<file path="src/rtl/rv32_id_ex_stage.sv">
// rtl/rv32_id_ex_stage.sv - RV32I ID/EX stage: operand capture, MEM/WB forwarding, load-use bubbles, flush
// Optional RV32_IDEX_PERF_EN adds a saturating load-use bubble counter on bubble_cnt_o.
module rv32_id_ex_stage #(
  parameter int XLEN   = 32,
  parameter int REG_AW = 5
) (
  input  logic              clk_i,
  input  logic              rstn_i,
  input  logic              id_vld_i,
  output logic              id_rdy_o,
  input  logic [XLEN-1:0]   id_rs1_data_i,
  input  logic [XLEN-1:0]   id_rs2_data_i,
  input  logic [XLEN-1:0]   id_imm_i,
  input  logic [XLEN-1:0]   id_pc_i,
  input  logic [REG_AW-1:0] id_rs1_i,
  input  logic [REG_AW-1:0] id_rs2_i,
  input  logic [REG_AW-1:0] id_rd_i,
  input  logic              id_use_rs1_i,
  input  logic              id_use_rs2_i,
  input  logic              id_srcA_sel_i,
  input  logic              id_srcB_sel_i,
  input  logic [2:0]        id_alu_ctrl_i,
  input  logic              id_reg_wr_i,
  input  logic              id_is_load_i,
  input  logic              flush_i,
  input  logic [REG_AW-1:0] mem_rd_i,
  input  logic              mem_reg_wr_i,
  input  logic [XLEN-1:0]   mem_rslt_i,
  input  logic [REG_AW-1:0] wb_rd_i,
  input  logic              wb_reg_wr_i,
  input  logic [XLEN-1:0]   wb_rslt_i,
  input  logic              ex_rdy_i,
  output logic              ex_vld_o,
  output logic [XLEN-1:0]   ex_srcA_o,
  output logic [XLEN-1:0]   ex_srcB_o,
  output logic [XLEN-1:0]   ex_rs2_o,
  output logic [2:0]        ex_alu_ctrl_o,
  output logic [REG_AW-1:0] ex_rd_o,
  output logic              ex_reg_wr_o,
`ifdef RV32_IDEX_PERF_EN
  output logic [31:0]       bubble_cnt_o,
`endif
  output logic              ex_is_load_o
);

  logic              r_vld;
  logic [REG_AW-1:0] r_rs1;
  logic [REG_AW-1:0] r_rs2;
  logic [XLEN-1:0]   r_rs1_data;
  logic [XLEN-1:0]   r_rs2_data;
  logic [XLEN-1:0]   r_imm;
  logic [XLEN-1:0]   r_pc;
  logic              r_srcA_sel;
  logic              r_srcB_sel;
  logic [2:0]        r_alu_ctrl;
  logic [REG_AW-1:0] r_rd;
  logic              r_reg_wr;
  logic              r_is_load;

  logic              w_adv;
  logic              w_hazard;
  logic              w_rd_match;
  logic              w_mem_hit_rs1;
  logic              w_mem_hit_rs2;
  logic              w_wb_hit_rs1;
  logic              w_wb_hit_rs2;
  logic              w_wb_hit_id_rs1;
  logic              w_wb_hit_id_rs2;
  logic [XLEN-1:0]   w_fwd_rs1;
  logic [XLEN-1:0]   w_fwd_rs2;
  logic [XLEN-1:0]   w_cap_rs1;
  logic [XLEN-1:0]   w_cap_rs2;

  assign w_adv = !r_vld || ex_rdy_i;

  assign w_rd_match = (id_use_rs1_i && (id_rs1_i == r_rd)) ||
                      (id_use_rs2_i && (id_rs2_i == r_rd));

  assign w_hazard = id_vld_i && r_vld && r_is_load && r_reg_wr &&
                    (r_rd != '0) && w_rd_match;

  assign id_rdy_o = flush_i || (w_adv && !w_hazard);

  // x0 is never a forwarding source, whichever stage claims to write it.
  assign w_mem_hit_rs1 = mem_reg_wr_i && (mem_rd_i != '0) && (mem_rd_i == r_rs1);
  assign w_mem_hit_rs2 = mem_reg_wr_i && (mem_rd_i != '0) && (mem_rd_i == r_rs2);
  assign w_wb_hit_rs1  = wb_reg_wr_i && (wb_rd_i != '0) && (wb_rd_i == r_rs1);
  assign w_wb_hit_rs2  = wb_reg_wr_i && (wb_rd_i != '0) && (wb_rd_i == r_rs2);

  assign w_fwd_rs1 = w_mem_hit_rs1 ? mem_rslt_i :
                     w_wb_hit_rs1  ? wb_rslt_i  : r_rs1_data;
  assign w_fwd_rs2 = w_mem_hit_rs2 ? mem_rslt_i :
                     w_wb_hit_rs2  ? wb_rslt_i  : r_rs2_data;

  // The register file write from WB lands this same edge, so its read data is stale.
  assign w_wb_hit_id_rs1 = wb_reg_wr_i && (wb_rd_i != '0) && (wb_rd_i == id_rs1_i);
  assign w_wb_hit_id_rs2 = wb_reg_wr_i && (wb_rd_i != '0) && (wb_rd_i == id_rs2_i);
  assign w_cap_rs1 = w_wb_hit_id_rs1 ? wb_rslt_i : id_rs1_data_i;
  assign w_cap_rs2 = w_wb_hit_id_rs2 ? wb_rslt_i : id_rs2_data_i;

  always_ff @(posedge clk_i) begin
    if (!rstn_i) begin
      r_vld      <= 1'b0;
      r_rs1      <= '0;
      r_rs2      <= '0;
      r_rs1_data <= '0;
      r_rs2_data <= '0;
      r_imm      <= '0;
      r_pc       <= '0;
      r_srcA_sel <= 1'b0;
      r_srcB_sel <= 1'b0;
      r_alu_ctrl <= '0;
      r_rd       <= '0;
      r_reg_wr   <= 1'b0;
      r_is_load  <= 1'b0;
    end else if (flush_i) begin
      r_vld <= 1'b0;
    end else if (w_adv && w_hazard) begin
      r_vld <= 1'b0;
    end else if (w_adv) begin
      r_vld      <= id_vld_i;
      r_rs1      <= id_rs1_i;
      r_rs2      <= id_rs2_i;
      r_rs1_data <= w_cap_rs1;
      r_rs2_data <= w_cap_rs2;
      r_imm      <= id_imm_i;
      r_pc       <= id_pc_i;
      r_srcA_sel <= id_srcA_sel_i;
      r_srcB_sel <= id_srcB_sel_i;
      r_alu_ctrl <= id_alu_ctrl_i;
      r_rd       <= id_rd_i;
      r_reg_wr   <= id_reg_wr_i;
      r_is_load  <= id_is_load_i;
    end else begin
      // Stalled with a valid instruction: absorb producers before they retire past WB.
      r_rs1_data <= w_fwd_rs1;
      r_rs2_data <= w_fwd_rs2;
    end
  end

`ifdef RV32_IDEX_PERF_EN
  logic [31:0] r_bubble_cnt;

  always_ff @(posedge clk_i) begin
    if (!rstn_i) begin
      r_bubble_cnt <= '0;
    end else if (w_adv && w_hazard && !flush_i && (r_bubble_cnt != 32'hFFFF_FFFF)) begin
      r_bubble_cnt <= r_bubble_cnt + 32'd1;
    end
  end

  assign bubble_cnt_o = r_bubble_cnt;
`endif

  assign ex_vld_o      = r_vld;
  assign ex_srcA_o     = r_srcA_sel ? r_pc  : w_fwd_rs1;
  assign ex_srcB_o     = r_srcB_sel ? r_imm : w_fwd_rs2;
  assign ex_rs2_o      = w_fwd_rs2;
  assign ex_alu_ctrl_o = r_vld ? r_alu_ctrl : 3'b000;
  assign ex_rd_o       = r_rd;
  assign ex_reg_wr_o   = r_vld && r_reg_wr;
  assign ex_is_load_o  = r_vld && r_is_load;

endmodule

</file>
<file path="config.mk">
export PLATFORM = sky130hd
export DESIGN_NAME = rv32_id_ex_stage
export DESIGN_NICKNAME = d
export VERILOG_FILES = /design/src/rtl/rv32_id_ex_stage.sv
export SDC_FILE = /design/constraint.sdc
export NUM_CORES = 1
export LEC_CHECK = 0
export ABC_AREA = 1
export CORE_ASPECT_RATIO = 0.7
export CORE_MARGIN = 2
export CORE_UTILIZATION = 50
export DETAILED_ROUTE_END_ITERATION = 16
export DONT_BUFFER_PORTS = 1
export PLACE_DENSITY_LB_ADDON = 0.08
export SLEW_MARGIN = 20
export SYNTH_ARGS = -nofsm -noshare
export SYNTH_HDL_FRONTEND = slang
export SYNTH_SLANG_ARGS = --single-unit
</file>
<file path="constraint.sdc">
create_clock -name clk_i -period 5.71 [get_ports clk_i]
set_clock_uncertainty 0.1 [all_clocks]
set_input_delay 1.4275 -clock clk_i [delete_from_list [all_inputs] [get_ports clk_i]]
set_output_delay 1.4275 -clock clk_i [all_outputs]
set_load 0.05 [all_outputs]
</file>
==> qor.csv, run 1 <==
stage;metric;value;unit
final_layout;Area Overhead vs Synth;17.7;%
placed_design;Post-DP HPWL;29100;µm
global_routing;largest net degree at the start of global routing;108;
timing;RSZ-0062 raised after global routing;false;
floorplanning;Initial Util;0.514;
timing;Fmax;0.193;GHz
drt;drt wl/cell;19.1;µm
job;Max-Cap Viols;0;
cts;TritonCTS buffer count;17;
critical_path;CP cell instances;xnor2_1 > nand2_1 > nor2_1 > nand3_2 > nand3_1 > nand2_1 > o21ai_1 > buf_4;
floorplanning;Die Wd;183;µm
cts;H-tree Lvls;4;
yosys;Post-synth EDFFs;0;
yosys;top post-synthesis cells by count;580 x nand2_1, 329 x nand3_1, 285 x inv_1, 232 x nor2_1, 151 x dfxtp_1;
timing;relative slew slack;0.257;
critical_path;most used cell along the critical path;nand2_1;
timing;Min Hold Slack;0.363;ns
yosys;syn_area_per_cell;5.55;µm²
yosys;synthesized flop and latch total;151;
final_layout;final core utilization;0.605;
floorplanning;core area;21800;µm²
critical_path;Critical Path End Type;output pin;
yosys;Post-Syn Nets;2256;
critical_path;critical path class;in2out;
cts;Bufs on Longest Clock Path;2;
cts;clock slew at reported path FFs;0.06;ns
min_path;min-delay src;r_imm[28];
global_routing;initial antenna violation count;0;
yosys;Top FF cell, synth;dfxtp_1;
yosys;largest family of logic cells by synthesized area;simple AND/OR/NAND/NOR gates;
yosys;sequential cell area fraction in the yosys report;0.269;
critical_path;Worst Path Required;4.18;ns
drt;DRC Markers;0;
timing;Setup-failing EPs final;0;
cts;# clock sinks;151;
yosys;Synth area leaders;dfxtp_1 27%, nand2_1 19%, nand3_1 15%;
critical_path;max incr delay on CP;0.74;ns
yosys;most common cell in the netlist;nand2_1;
floorplanning;die height;129;µm
drt;Routed Antenna Nets;0;
global_routing;vias in the first global route;12300;
timing;Slew @ Worst Pin;1.11;ns
yosys;cell taking the most area after synthesis;dfxtp_1;
cts;CTS tree;yes;
yosys;cell area after synthesis;11200;µm²
timing;Final Cycle Share;0.905;
yosys;cell count after synthesis;2023;
floorplanning;site row count;45;
yosys;asr flop ratio synth;0;
yosys;Compound-Gate Fraction of Synth Area;0.0776;
cts;worst-skew pair later-pin latency;0.43;ns
yosys;top cell type's share of synthesized area;0.269;
placed_design;gp weighted congestion;0.932;
critical_path;r2r worst-path depth;10;
power_and_ir_drop;pwr dens;260;nW/µm²
power_and_ir_drop;Max IR drop VDD;0.189;mV
yosys;post-synthesis mux area share;0;
floorplanning;total die area;23700;µm²
final_layout;ANT cells;0;
cts;root buffer cell;clkbuf_16;
placed_design;port buffer count;0;
drt;Via-to-Cell Ratio;5.79;
power_and_ir_drop;Lkg Pwr;6.73;nW
critical_path;Slowest cell on crit path;nand3_2;
min_path;hold crit path type;reg2reg;
global_routing;first-pass GRT wire length;67500;µm
timing;min cycle time layout;5.17;ns
critical_path;Worst R2R Setup Slack;2.08;ns
critical_path;Critical Path Start Type;primary input;
global_routing;gr usage total;0.361;
cts;post-cts resize count;0;
critical_path;Worst EP arrival;3.64;ns
yosys;adder-cell share of the synthesized area;0;
critical_path;CP max FO;32;
critical_path;worst r2r src;ex_vld_o;
min_path;hold path endpoint;r_imm[28];
drt;Vias;13400;
cts;Setup Buffers After CTS;0;
timing;final count of hold timing violations;0;
min_path;Hold Path Cell Cnt;2;
drt;first-iteration detailed-routing DRC count;1699;
timing;max-slew violation count;0;
floorplanning;IO Pins;341;
final_layout;# fillers;2165;
yosys;Synthesis Warnings;0;
yosys;Simple-Gate Fraction of Synth Area;0.476;
cts;CTS Hold Bufs;0;
global_routing;total gr overflow;0;
yosys;Cell variety after synth;26;
final_layout;nets@finish;2245;
drt;DR pass1 iterations;6;
final_layout;layout cells sized above 1;0.0899;
critical_path;RR Endpoint;r_imm[22];
timing;Setup TNS;0;ns
status;outcome;finished clean;
yosys;xor-xnor portion of the synthesized cell area;0.0164;
drt;final wirelength;44000;µm
-- metal layers --
layer  GRT usage  vias up  wire length [µm]
li1            -     6312                 -
met1       0.478     6011             17600
met2       0.578      933             19400
met3      0.0995      105              5700
met4       0.113        0              1190
met5           0        -                 0
-- worst max-delay path, delay by kind of cell --
kind                      cells  cell delay [ns]
AOI/OAI and AO/OA             1             0.23
buffers and inverters         1             0.24
and+or+nand+nor               5             1.60
xor gates and xnor gates      1             0.12
-- metrics by stage --
step	setup slack, ns	cell area (µm²)	instances	power (W)
global placement	0.692	12600	2275	0.00230
CTS	0.660	13200	2307	0.00342
floorplan	0.860	11200	2023	0.00191
detailed placement	0.684	12600	2275	0.00232
finish	0.540	13200	2307	0.00344
global route	0.561	13200	2307	0.00357
-- flip-flops by register name, summed over array words and instances (netlist names) --
name	count
r_imm	32
r_pc	32
r_rs1_data	32
r_rs2_data	32
ex_rd_o	5
r_rs1	5
r_rs2	5
r_alu_ctrl	3
ex_vld_o	1
r_is_load	1
r_reg_wr	1
r_srcA_sel	1
r_srcB_sel	1
-- area by class of cell --
cell class                      instances  area, µm²  share of cell area
Tap cell                              282        353              0.0267
Inverter                              293       1100              0.0834
Sequential cell                       151       3020               0.229
Clock inverter                         12        119             0.00900
Multi-Input combinational cell       1432       6490               0.491
Clock buffer                           20        447              0.0338
Timing Repair Buffer                  117       1680               0.127
-- cell usage in the layout, fill, tap and decap left out, types with 2 or more instances in the layout --
cell and instances:
a21oi_1 109, dfxtp_1 150, xor2_1 14, nor3_4 3
nand2_1 578, xnor2_1 7, nand4_1 79, buf_12 64
buf_4 53, nor2_4 10, inv_2 9, nand3_2 6
clkinvlp_4 6, nor2_1 229, nand3_1 326, nand2_2 2
clkbuf_16 17, o21ai_1 64, clkbuf_1 2, inv_6 5
inv_1 282, nand2_4 2
-- logic make-up after synthesis --
logic type | Yosys count
xor+xnor | 21
flops | 151
simple gates | 1237
compound gates | 174
buf+inv | 440
-- how the worst max path moves through the flow --
stage	startpoint	endpoint	cells after the start
2_1_floorplan	wb_rd_i[2]	ex_srcB_o[0]	10
3_3_place_gp	mem_rd_i[0]	ex_srcB_o[15]	8
3_5_place_dp	mem_rd_i[0]	ex_srcB_o[15]	8
4_1_cts	mem_rd_i[0]	ex_srcB_o[15]	8
5_1_grt	mem_rd_i[0]	ex_srcB_o[15]	8
6_report	mem_rd_i[0]	ex_srcB_o[15]	8
-- power by group --
group	switching, W	total, W	internal, W
Combinational	0.000751	0.00113	0.000383
Sequential	0.0000521	0.00118	0.00113
Clock	0.000505	0.00112	0.000618
(Power assumes the default switching activity.)
==> inputs of run 2 (changes only) <==
CAP_MARGIN = 20   (was default)
==> results of run 2 <==
Final layout, timing and power as in run 1 (identical DEF).
